`config.mk`:
```
export PLATFORM = sky130hd
export DESIGN_NAME = camera_pattern_source
export DESIGN_NICKNAME = d
export VERILOG_FILES = /design/src/rtl/camera_pattern_source_pkg.sv /design/src/rtl/camera_pattern_source_if.sv /design/src/rtl/camera_pattern_pixel.sv /design/src/rtl/camera_pattern_source.sv
export SDC_FILE = /design/constraint.sdc
export NUM_CORES = 1
export LEC_CHECK = 0
export ABC_CLOCK_PERIOD_IN_PS = 3600
export BUFFER_PORTS_ARGS = -buffer_cell sky130_fd_sc_hd__buf_2
export CORE_UTILIZATION = 40
export DETAILED_ROUTE_END_ITERATION = 8
export PLACE_DENSITY = 0.68
export SLEW_MARGIN = 20
export SYNTH_ARGS = -nofsm -noshare
export SYNTH_HDL_FRONTEND = slang
export SYNTH_SLANG_ARGS = --single-unit
```
`constraint.sdc`:
```
create_clock -name iClock -period 3.6 [get_ports iClock]
set_input_delay 0.54 -clock iClock [delete_from_list [all_inputs] [get_ports iClock]]
set_output_delay 0.54 -clock iClock [all_outputs]
set_load 0.01 [all_outputs]
```
`src/rtl/camera_pattern_source_pkg.sv`:
```
// Shared types and constants for the camera test-pattern source: state
// encoding, pattern codes and pixel width.
package camera_pattern_source_pkg;

  localparam int PIXEL_WIDTH = 12;

  typedef logic [PIXEL_WIDTH-1:0] pixel_t;

  typedef enum logic [1:0] {
    IDLE   = 2'b00,
    LINE   = 2'b01,
    HBLANK = 2'b10,
    VBLANK = 2'b11
  } state_t;

  typedef enum logic [1:0] {
    PAT_RAMP    = 2'b00,
    PAT_CHECKER = 2'b01,
    PAT_SOLID   = 2'b10,
    PAT_TAG     = 2'b11
  } pattern_t;

  localparam pixel_t PIXEL_FULL = 12'hFFF;
  localparam pixel_t PIXEL_MID  = 12'h800;

endpackage

```
`src/rtl/camera_pattern_source_if.sv`:
```
// Pixel request bus between the timing generator and the pixel-value
// generator: coordinates and pattern in, pixel value out.
interface camera_pattern_source_if;
  import camera_pattern_source_pkg::*;

  pattern_t    pattern;
  logic [15:0] x;
  logic [15:0] y;
  logic [3:0]  frame_tag;
  pixel_t      data;

  modport master (output pattern, x, y, frame_tag, input data);
  modport slave  (input pattern, x, y, frame_tag, output data);

endinterface

```
`src/rtl/camera_pattern_pixel.sv`:
```
// Combinational pixel value for a given pattern, coordinate and frame tag;
// the parent registers the result.
module camera_pattern_pixel
  import camera_pattern_source_pkg::*;
(
  camera_pattern_source_if.slave px
);

  always_comb begin
    px.data = '0;
    unique case (px.pattern)
      PAT_RAMP:    px.data = pixel_t'(px.x + px.y);
      PAT_CHECKER: px.data = (px.x[4] ^ px.y[4]) ? PIXEL_FULL : '0;
      PAT_SOLID:   px.data = PIXEL_MID;
      PAT_TAG:     px.data = {px.frame_tag, px.x[7:0]};
      default:     px.data = '0;
    endcase
  end

endmodule

```
`src/rtl/camera_pattern_source.sv`:
```
// Camera-style frame generator: FVal/LVal timing with horizontal and vertical
// blanking, selectable test patterns and a completed-frame counter.
module camera_pattern_source
  import camera_pattern_source_pkg::*;
#(
  parameter int COLUMN_WIDTH = 1280,
  parameter int ROW_COUNT    = 960,
  parameter int H_BLANK      = 16,
  parameter int V_BLANK      = 64
) (
  input  logic       iClock,
  input  logic       iReset,
  input  logic       iEnable,
  input  logic [1:0] iPattern,
  output pixel_t     oData,
  output logic       oFVal,
  output logic       oLVal,
  output logic       oFrameDone,
  output logic [7:0] oFrameCount
);

  localparam logic [15:0] X_LAST = 16'(COLUMN_WIDTH - 1);
  localparam logic [15:0] Y_LAST = 16'(ROW_COUNT - 1);
  localparam logic [15:0] H_LAST = 16'(H_BLANK - 1);
  localparam logic [15:0] V_LAST = 16'(V_BLANK - 1);

  state_t      state, state_n;
  logic [15:0] x, x_n;
  logic [15:0] y, y_n;
  logic [15:0] blank_cnt, blank_n;
  pattern_t    pattern, pattern_n;
  logic        fval_n, lval_n, done_n;
  logic [7:0]  count_n;

  camera_pattern_source_if px ();

  // The pixel generator sees next-cycle coordinates so the registered data
  // lines up with the registered FVal/LVal of the same pixel.
  assign px.pattern   = pattern_n;
  assign px.x         = x_n;
  assign px.y         = y_n;
  assign px.frame_tag = count_n[3:0];

  camera_pattern_pixel u_pixel (.px(px));

  // NOTE: every variable is given a default before the case so no path
  // leaves it unassigned, which would otherwise infer a latch.
  always_comb begin
    state_n   = state;
    x_n       = x;
    y_n       = y;
    blank_n   = blank_cnt;
    pattern_n = pattern;
    done_n    = 1'b0;
    count_n   = oFrameCount;

    unique case (state)
      IDLE: begin
        if (iEnable) begin
          state_n   = LINE;
          x_n       = '0;
          y_n       = '0;
          pattern_n = pattern_t'(iPattern);
        end
      end
      LINE: begin
        if (x == X_LAST) begin
          blank_n = '0;
          if (y < Y_LAST) begin
            state_n = HBLANK;
          end else begin
            state_n = VBLANK;
            done_n  = 1'b1;
            count_n = oFrameCount + 8'd1;
          end
        end else begin
          x_n = x + 16'd1;
        end
      end
      HBLANK: begin
        if (blank_cnt == H_LAST) begin
          state_n = LINE;
          x_n     = '0;
          y_n     = y + 16'd1;
        end else begin
          blank_n = blank_cnt + 16'd1;
        end
      end
      VBLANK: begin
        if (blank_cnt == V_LAST) begin
          if (iEnable) begin
            state_n   = LINE;
            x_n       = '0;
            y_n       = '0;
            pattern_n = pattern_t'(iPattern);
          end else begin
            state_n = IDLE;
          end
        end else begin
          blank_n = blank_cnt + 16'd1;
        end
      end
      default: state_n = IDLE;
    endcase

    // FVal and LVal both derive from the next state, so entering VBLANK
    // drops them together.
    fval_n = (state_n == LINE) || (state_n == HBLANK);
    lval_n = (state_n == LINE);
  end

  // NOTE: sequential state uses non-blocking assignments so all registers
  // update from the same pre-edge values.
  always_ff @(posedge iClock or negedge iReset) begin
    if (!iReset) begin
      state       <= IDLE;
      x           <= '0;
      y           <= '0;
      blank_cnt   <= '0;
      pattern     <= PAT_RAMP;
      oData       <= '0;
      oFVal       <= 1'b0;
      oLVal       <= 1'b0;
      oFrameDone  <= 1'b0;
      oFrameCount <= '0;
    end else begin
      state       <= state_n;
      x           <= x_n;
      y           <= y_n;
      blank_cnt   <= blank_n;
      pattern     <= pattern_n;
      oData       <= lval_n ? px.data : '0;
      oFVal       <= fval_n;
      oLVal       <= lval_n;
      oFrameDone  <= done_n;
      oFrameCount <= count_n;
    end
  end

endmodule

```
==> results.md, run 1 <==
* Run status: finished with violations
* Failing checks: negative setup slack
* Core Area at 11500 um2
* Sequential area share after synthesis at 39.4%
* Sink Count at 75
* Dpl hpwl at 9560 um
* CTS Buf Count at 9
* # fillers at 974
* CTS tree: done
* Crit Path Category: reg2reg
* Fin. max-slew vios at 0
* Diodes inserted at 0
* Share of post-route cells with drive strength above 1 at 30.6%
* Post-synth net total at 567
* Vias at 4650
* Nets@finish at 682
* Post-synth top area share at 39.4%
* Vias in the first global route at 4475
* Worst Tran Pin Value at 0.969 ns
* Register area at 1880 um2
* Cell taking the most area after synthesis: dfrtp_1
* DRC Markers at 0
* Setup crit end kind: register
* Cell Area, Placed at 5650 um2
* Minimum clock period at 3.68 ns
* Num ports at 28
* Mapped Cells at 540
* First-pass GRT wire length at 21700 um
* Max Cap Viol at 0
* Clock Latency Late Sink at 0.35 ns
* Largest stage delay, worst path at 0.44 ns
* Yosys warnings at 0
* Initial antenna violation count at 0
* Reg-to-reg startpoint: blank_cnt[9]
* PD cells at 284 nW/um2
* Design area at 6320 um2
* Synth Flop Type: dfrtp_1
* Post-Syn Area at 4760 um2
* Setup violations, final at 2
* Final hold viol count at 0
* Fmax at 0.272 GHz
* Number of synthesized flops with an enable pin at 0
* Overall Power at 1800 uW
* Top delay family on crit path: compound AO/OA/AOI/OAI gates
* Slowest cell on crit path: dfrtp_2
* Starting Density at 41.4%
* Crit path cell chain: nor4_4 -> buf_4 -> a41oi_4 -> buf_4 -> buf_4 -> o41ai_4 -> and2_4 -> inv_2 -> ha_1 -> a21o_1 -> a21oi_1 -> o21bai_1 -> nand2_1 -> o2111ai_2 -> a31oi_2 -> xnor2_1 -> o221a_1
* Startpoint Class: register
* # rows at 39
* Die area at 12300 um2
* Post-synthesis register bit count at 75
* VDD IR-drop max at 390 uV
* 1st-iter DRT viols at 268
* Routability Congestion at 0.913
* Count of different cell masters after synthesis at 61
* Critical path buffers and inverters at 4
* Post-layout util at 54.9%
* Crit Reg-Reg Endpoint: oData[11]
* Req. time, crit path at 3.84 ns
* Tot GR Track Use at 22.0%
* Area occupied by multi-input gates at 3020 um2
* Unrepaired setup endpoints after global routing: true
* Die X-Extent at 111 um
* H-Tree Depth at 3
* Ranking of synthesized cells by area: dfrtp_1, ha_1, nand2_1
* Final worst slack at -0.0786 ns
* Gr ovfl total at 0
* Clock tree buffer depth at 2
* WP data arrival at 3.92 ns
* Post-synth ARST share at 100%
* CTS clk-pin slew, worst paths at 0.07 ns
* Largest net degree at the start of global routing at 76
* Hold Buf Count CTS at 0
* Fin crit share at 102%
* Pleak at 0.00294 uW
* Port Buffers at 27
* Clock Skews at 0.00885 ns
* Clk root buf: clkbuf_16
* Die Y at 111 um
* Mean post-synth cell area at 8.82 um2
* WL/cell at 16.8 um
* DR vias/cell at 5.79
* Drt pass-1 iters at 6
* FF-to-FF path depth at 17
* Setup slack, reg-to-reg at -0.08 ns
* Worst path most repeated cell: buf_4
* Final wirelength at 13500 um
* Worst slew margin at 35.4%
* Critical path fanouts, max at 4
* Min-delay worst type: in2async
* Final ANT Viol Nets at 0
* Layout area overhead at 32.7%
==> state kept, by name, summed over array words and instances, names as in the netlist <==
register / cells
blank_cnt: 16
oData: 12
oFVal: 1
oFrameCount: 8
oFrameDone: 1
oLVal: 1
pattern: 2
state: 2
x: 16
y: 16
==> power breakdown <==
part           internal [uW]  switching, uW
registers                843              0
logic                   3.02           19.7
clock network            548            383
total                   1390            403
==> cells by family (layout without fill, tap and decap cells) <==
kind of cell | count (synthesis) | in the layout | synth area share [%]
xor+xnor | 30 | 30 | 5.67
flops | 75 | 75 | 39.4
mux | 4 | 4 | 0.893
fa+ha+maj | 22 | 22 | 5.94
buf+inv | 39 | 159 | 3.28
simple gates | 219 | 219 | 24.8
compound gates | 151 | 151 | 20.0
==> placed cells by master (no fill, tap or decap), types with 6 or more instances in the layout <==
cell and count:
a21oi_1 42, nand4_1 14, buf_2 26, xor2_1 15, xnor2_1 14, nand2b_1 7, o22ai_1 6, and3_1 14
ha_1 16, clkbuf_16 9, buf_4 93, o21ai_1 9, a21oi_2 7, a21o_1 8, o21ai_0 34, nor3_1 11
inv_1 18, dfrtp_1 74, nand3_1 12, nor2_1 41, and4_1 7, nand2_1 62
==> how the worst max path moves through the flow <==
| stage | startpoint | endpoint | slack (ns) | cells after the start |
|---|---|---|---|---|
| finish | blank_cnt[9] | oData[11] | -0.08 | 17 |
| global route | blank_cnt[9] | oData[11] | -0.23 | 17 |
| CTS | blank_cnt[13] | oData[11] | 0.002 | 16 |
| detailed placement | blank_cnt[10] | oData[11] | -0.15 | 18 |
| global placement | blank_cnt[10] | oData[11] | -0.04 | 18 |
| floorplan | blank_cnt[7] | oData[11] | -0.01 | 17 |
==> cell type report <==
class                           instances  share of cell area, %
Inverter                               22                   1.31
Sequential cell                        75                   29.7
Clock buffer                            9                   3.56
Tap cell                              143                   2.83
Timing Repair Buffer                  121                   13.5
Multi-Input combinational cell        426                   47.8
Clock inverter                          7                   1.33
==> per-stage QoR <==
step | hold WS, ns | TNS (ns) | setup WS [ns] | cells
2_1_floorplan | 0.244 | -0.00978 | -0.00978 | 540
3_3_place_gp | 0.456 | -0.0415 | -0.0415 | 773
3_5_place_dp | 0.473 | -0.236 | -0.146 | 773
4_1_cts | 0.380 | 0 | 0.00246 | 796
5_1_grt | 0.425 | -0.752 | -0.233 | 803
6_report | 0.311 | -0.104 | -0.0786 | 803
==> what timing repair did <==
action	4_1_cts	5_1_grt
pin swaps	13	35
resized for setup	22	32
setup endpoints to repair	3	6
endpoints found under the hold margin	0	0
buffers inserted	7	8
==> Yosys cell counts, drive strengths merged (2+ instances only) <==
cell,instances
a21o,8
a21oi,49
a221oi,2
a222oi,2
a22oi,4
a31oi,6
a41oi,5
and2,4
and3,15
and4,8
buf,4
clkbuf,13
dfrtp,75
ha,21
inv,22
mux2,2
mux2i,2
nand2,67
nand2b,7
nand3,13
nand3b,2
nand4,14
nand4b,2
nor2,44
nor2b,5
nor3,12
nor4,8
nor4b,3
o2111ai,2
o211ai,2
o21a,4
o21ai,43
o21bai,3
o22ai,7
o31ai,6
o41ai,3
or2,5
or3,6
or4,2
xnor2,15
xor2,15
==> metal layers <==
| metal | up-vias | part of all wire (%) | track usage, % |
|---|---|---|---|
| met2 | 190 | 47 | 35.3 |
| met5 | - | 0 | 0 |
| met1 | 2226 | 44 | 28.2 |
| met3 | 35 | 5.8 | 4.65 |
| met4 | 0 | 3.6 | 11.0 |
| li1 | 2199 | - | - |
Power figures use the tool's default switching activity.
==> inputs of run 2 (changes only) <==
Settings changed: RECOVER_POWER set to 100.
==> results.md, run 2 (synthesis gave the netlist of run 1 again) <==
* Routability Congestion at 0.913 (unchanged)
* Pleak at 0.00285 uW (-2.9%)
* Diodes inserted at 0 (unchanged)
* Clock Skews at 0.00926 ns (+0.000408 ns)
* Share of post-route cells with drive strength above 1 at 27.1% (-3.5 points)
* Top flop regs: blank_cnt x16, x x16, y x16
* CTS tree: done
* Final hold viol count at 0 (unchanged)
* Starting Density at 41.4% (unchanged)
* Setup violations, final at 3 (+1)
* Failing checks: max-capacitance violations, max-slew violations, negative setup slack
* Tot GR Track Use at 22.0% (unchanged)
* DRC Markers at 0 (unchanged)
* Nets@finish at 682 (unchanged)
* Startpoint Class: register
* Setup_tns at -0.122 ns (-0.0183 ns)
* Num ports at 28 (unchanged)
* Setup slack, reg-to-reg at -0.09 ns (about the same)
* Largest net degree at the start of global routing at 76 (unchanged)
* First-pass GRT wire length at 21700 um (unchanged)
* # rows at 39 (unchanged)
* Cell Area, Placed at 5650 um2 (unchanged)
* Req. time, crit path at 3.84 ns (about the same)
* Die X-Extent at 111 um (unchanged)
* Final wirelength at 13500 um (-0.12%)
* Commonest cells after routing, fill and taps aside: buf_4, dfrtp_1, nand2_1
* Worst slew margin at -26.5% (-62 points)
* H-Tree Depth at 3 (unchanged)
* Dpl hpwl at 9560 um (unchanged)
* Hold Buf Count CTS at 0 (unchanged)
* CTS clk-pin slew, worst paths at 0.07 ns (about the same)
* Critical path fanouts, max at 4 (unchanged)
* Min-delay worst type: reg2reg
* Clk root buf: clkbuf_16
* VDD IR-drop max at 390 uV (about the same)
* Design area at 6290 um2 (-0.50%)
* Initial antenna violation count at 0 (unchanged)
* Port Buffers at 27 (unchanged)
* WL/cell at 16.8 um (-0.12%)
* Clock tree buffer depth at 2 (unchanged)
* Worst Tran Pin Value at 1.90 ns (+0.929 ns)
* Final ANT Viol Nets at 0 (unchanged)
* Run status: finished with violations
* Die area at 12300 um2 (unchanged)
* Fin. max-slew vios at 76 (+76)
* Fmax at 0.271 GHz (-0.31%)
* Vias in the first global route at 4475 (unchanged)
* Most common cell after layout, fill and taps aside: buf_4
* DR vias/cell at 5.78 (-0.22%)
* WP data arrival at 3.93 ns (about the same)
* CTS Buf Count at 9 (unchanged)
* Crit Path Category: reg2reg
* Layout area overhead at 32.0%
* Area occupied by multi-input gates at 3020 um2 (unchanged)
* Die Y at 111 um (unchanged)
* Fin crit share at 103% (+0.32 points)
* Clock Latency Late Sink at 0.35 ns (about the same)
* Setup crit end kind: register
* Register area at 1880 um2 (unchanged)
* Final worst slack at -0.0901 ns (-0.0115 ns)
* Vias at 4640 (-0.22%)
* 1st-iter DRT viols at 286 (+6.7%)
* Core Area at 11500 um2 (unchanged)
* Max Cap Viol at 1 (+1)
* Sink Count at 75 (unchanged)
* Drt pass-1 iters at 5 (-1)
* Unrepaired setup endpoints after global routing: true
* Overall Power at 1800 uW (about the same)
* Minimum clock period at 3.69 ns (+0.0115 ns)
* PD cells at 286 nW/um2 (+0.49%)
* Pre-CTS setup slack at -0.146 ns (unchanged)
* # fillers at 989 (+1.5%)
* Gr ovfl total at 0 (unchanged)
[run 2: where the power goes]
part	internal, uW	leakage [uW]	total (uW)	switching, uW
Clock	548	0.000149	932	383
Combinational	2.70	0.00178	22.6	19.9
Sequential	843	0.000923	843	0
[run 2: cell type report]
cell class	count	area share [%]
clock inverter	7	1.33
tap	143	2.85
sequential	75	29.9
inverter	22	1.31
clock buffer	9	3.58
multi-input combinational	426	48.0
timing repair buffer	121	13.0
[run 2: metrics by stage]
stage / util (%) / hold WS (ns) / instances
floorplan: - / 0.244 / 540
global placement: 49.1 / 0.456 / 773
detailed placement: 49.1 / 0.473 / 773
CTS: 53.1 / 0.380 / 796
global route: 54.6 / 0.500 / 803
finish: 54.6 / 0.483 / 803
[run 2: worst paths after layout]
kind,to,cells after the start,startpoint
worst max-delay path,oData[11],17,blank_cnt[9]
worst min-delay path,oFrameCount[7],1,oFrameCount[7]
worst max register to register,oData[11],17,blank_cnt[9]
worst min register to register,oFrameCount[7],1,oFrameCount[7]
max in group asynchronous,blank_cnt[9],1,iReset
min in group asynchronous,x[9],1,iReset
[run 2: metal layers]
layer | vias to the layer above | wire length [um] | global-route usage, %
met5 | - | 0 | 0
met4 | 0 | 510 | 11.0
met3 | 37 | 805 | 4.65
met2 | 178 | 6230 | 35.3
met1 | 2226 | 5930 | 28.2
li1 | 2199 | - | -
[run 2: repair_timing]
| action | 4_1_cts | 5_1_grt |
|---|---|---|
| endpoints found under the setup margin | 3 | 6 |
| pin swaps | 13 | 35 |
| resized for setup | 22 | 32 |
| setup buffers | 7 | 8 |
[run 2: critical path, cell delays in order (launching register included)]
cell	delay (ns)
dfrtp_2	0.44
nor4_4	0.34
buf_4	0.19
a41oi_4	0.15
buf_4	0.18
buf_4	0.13
o41ai_4	0.37
and2_4	0.23
inv_2	0.06
ha_1	0.31
a21o_1	0.18
a21oi_1	0.15
o21bai_1	0.11
nand2_1	0.11
o2111ai_2	0.10
a31oi_2	0.22
xnor2_1	0.10
o221a_1	0.21
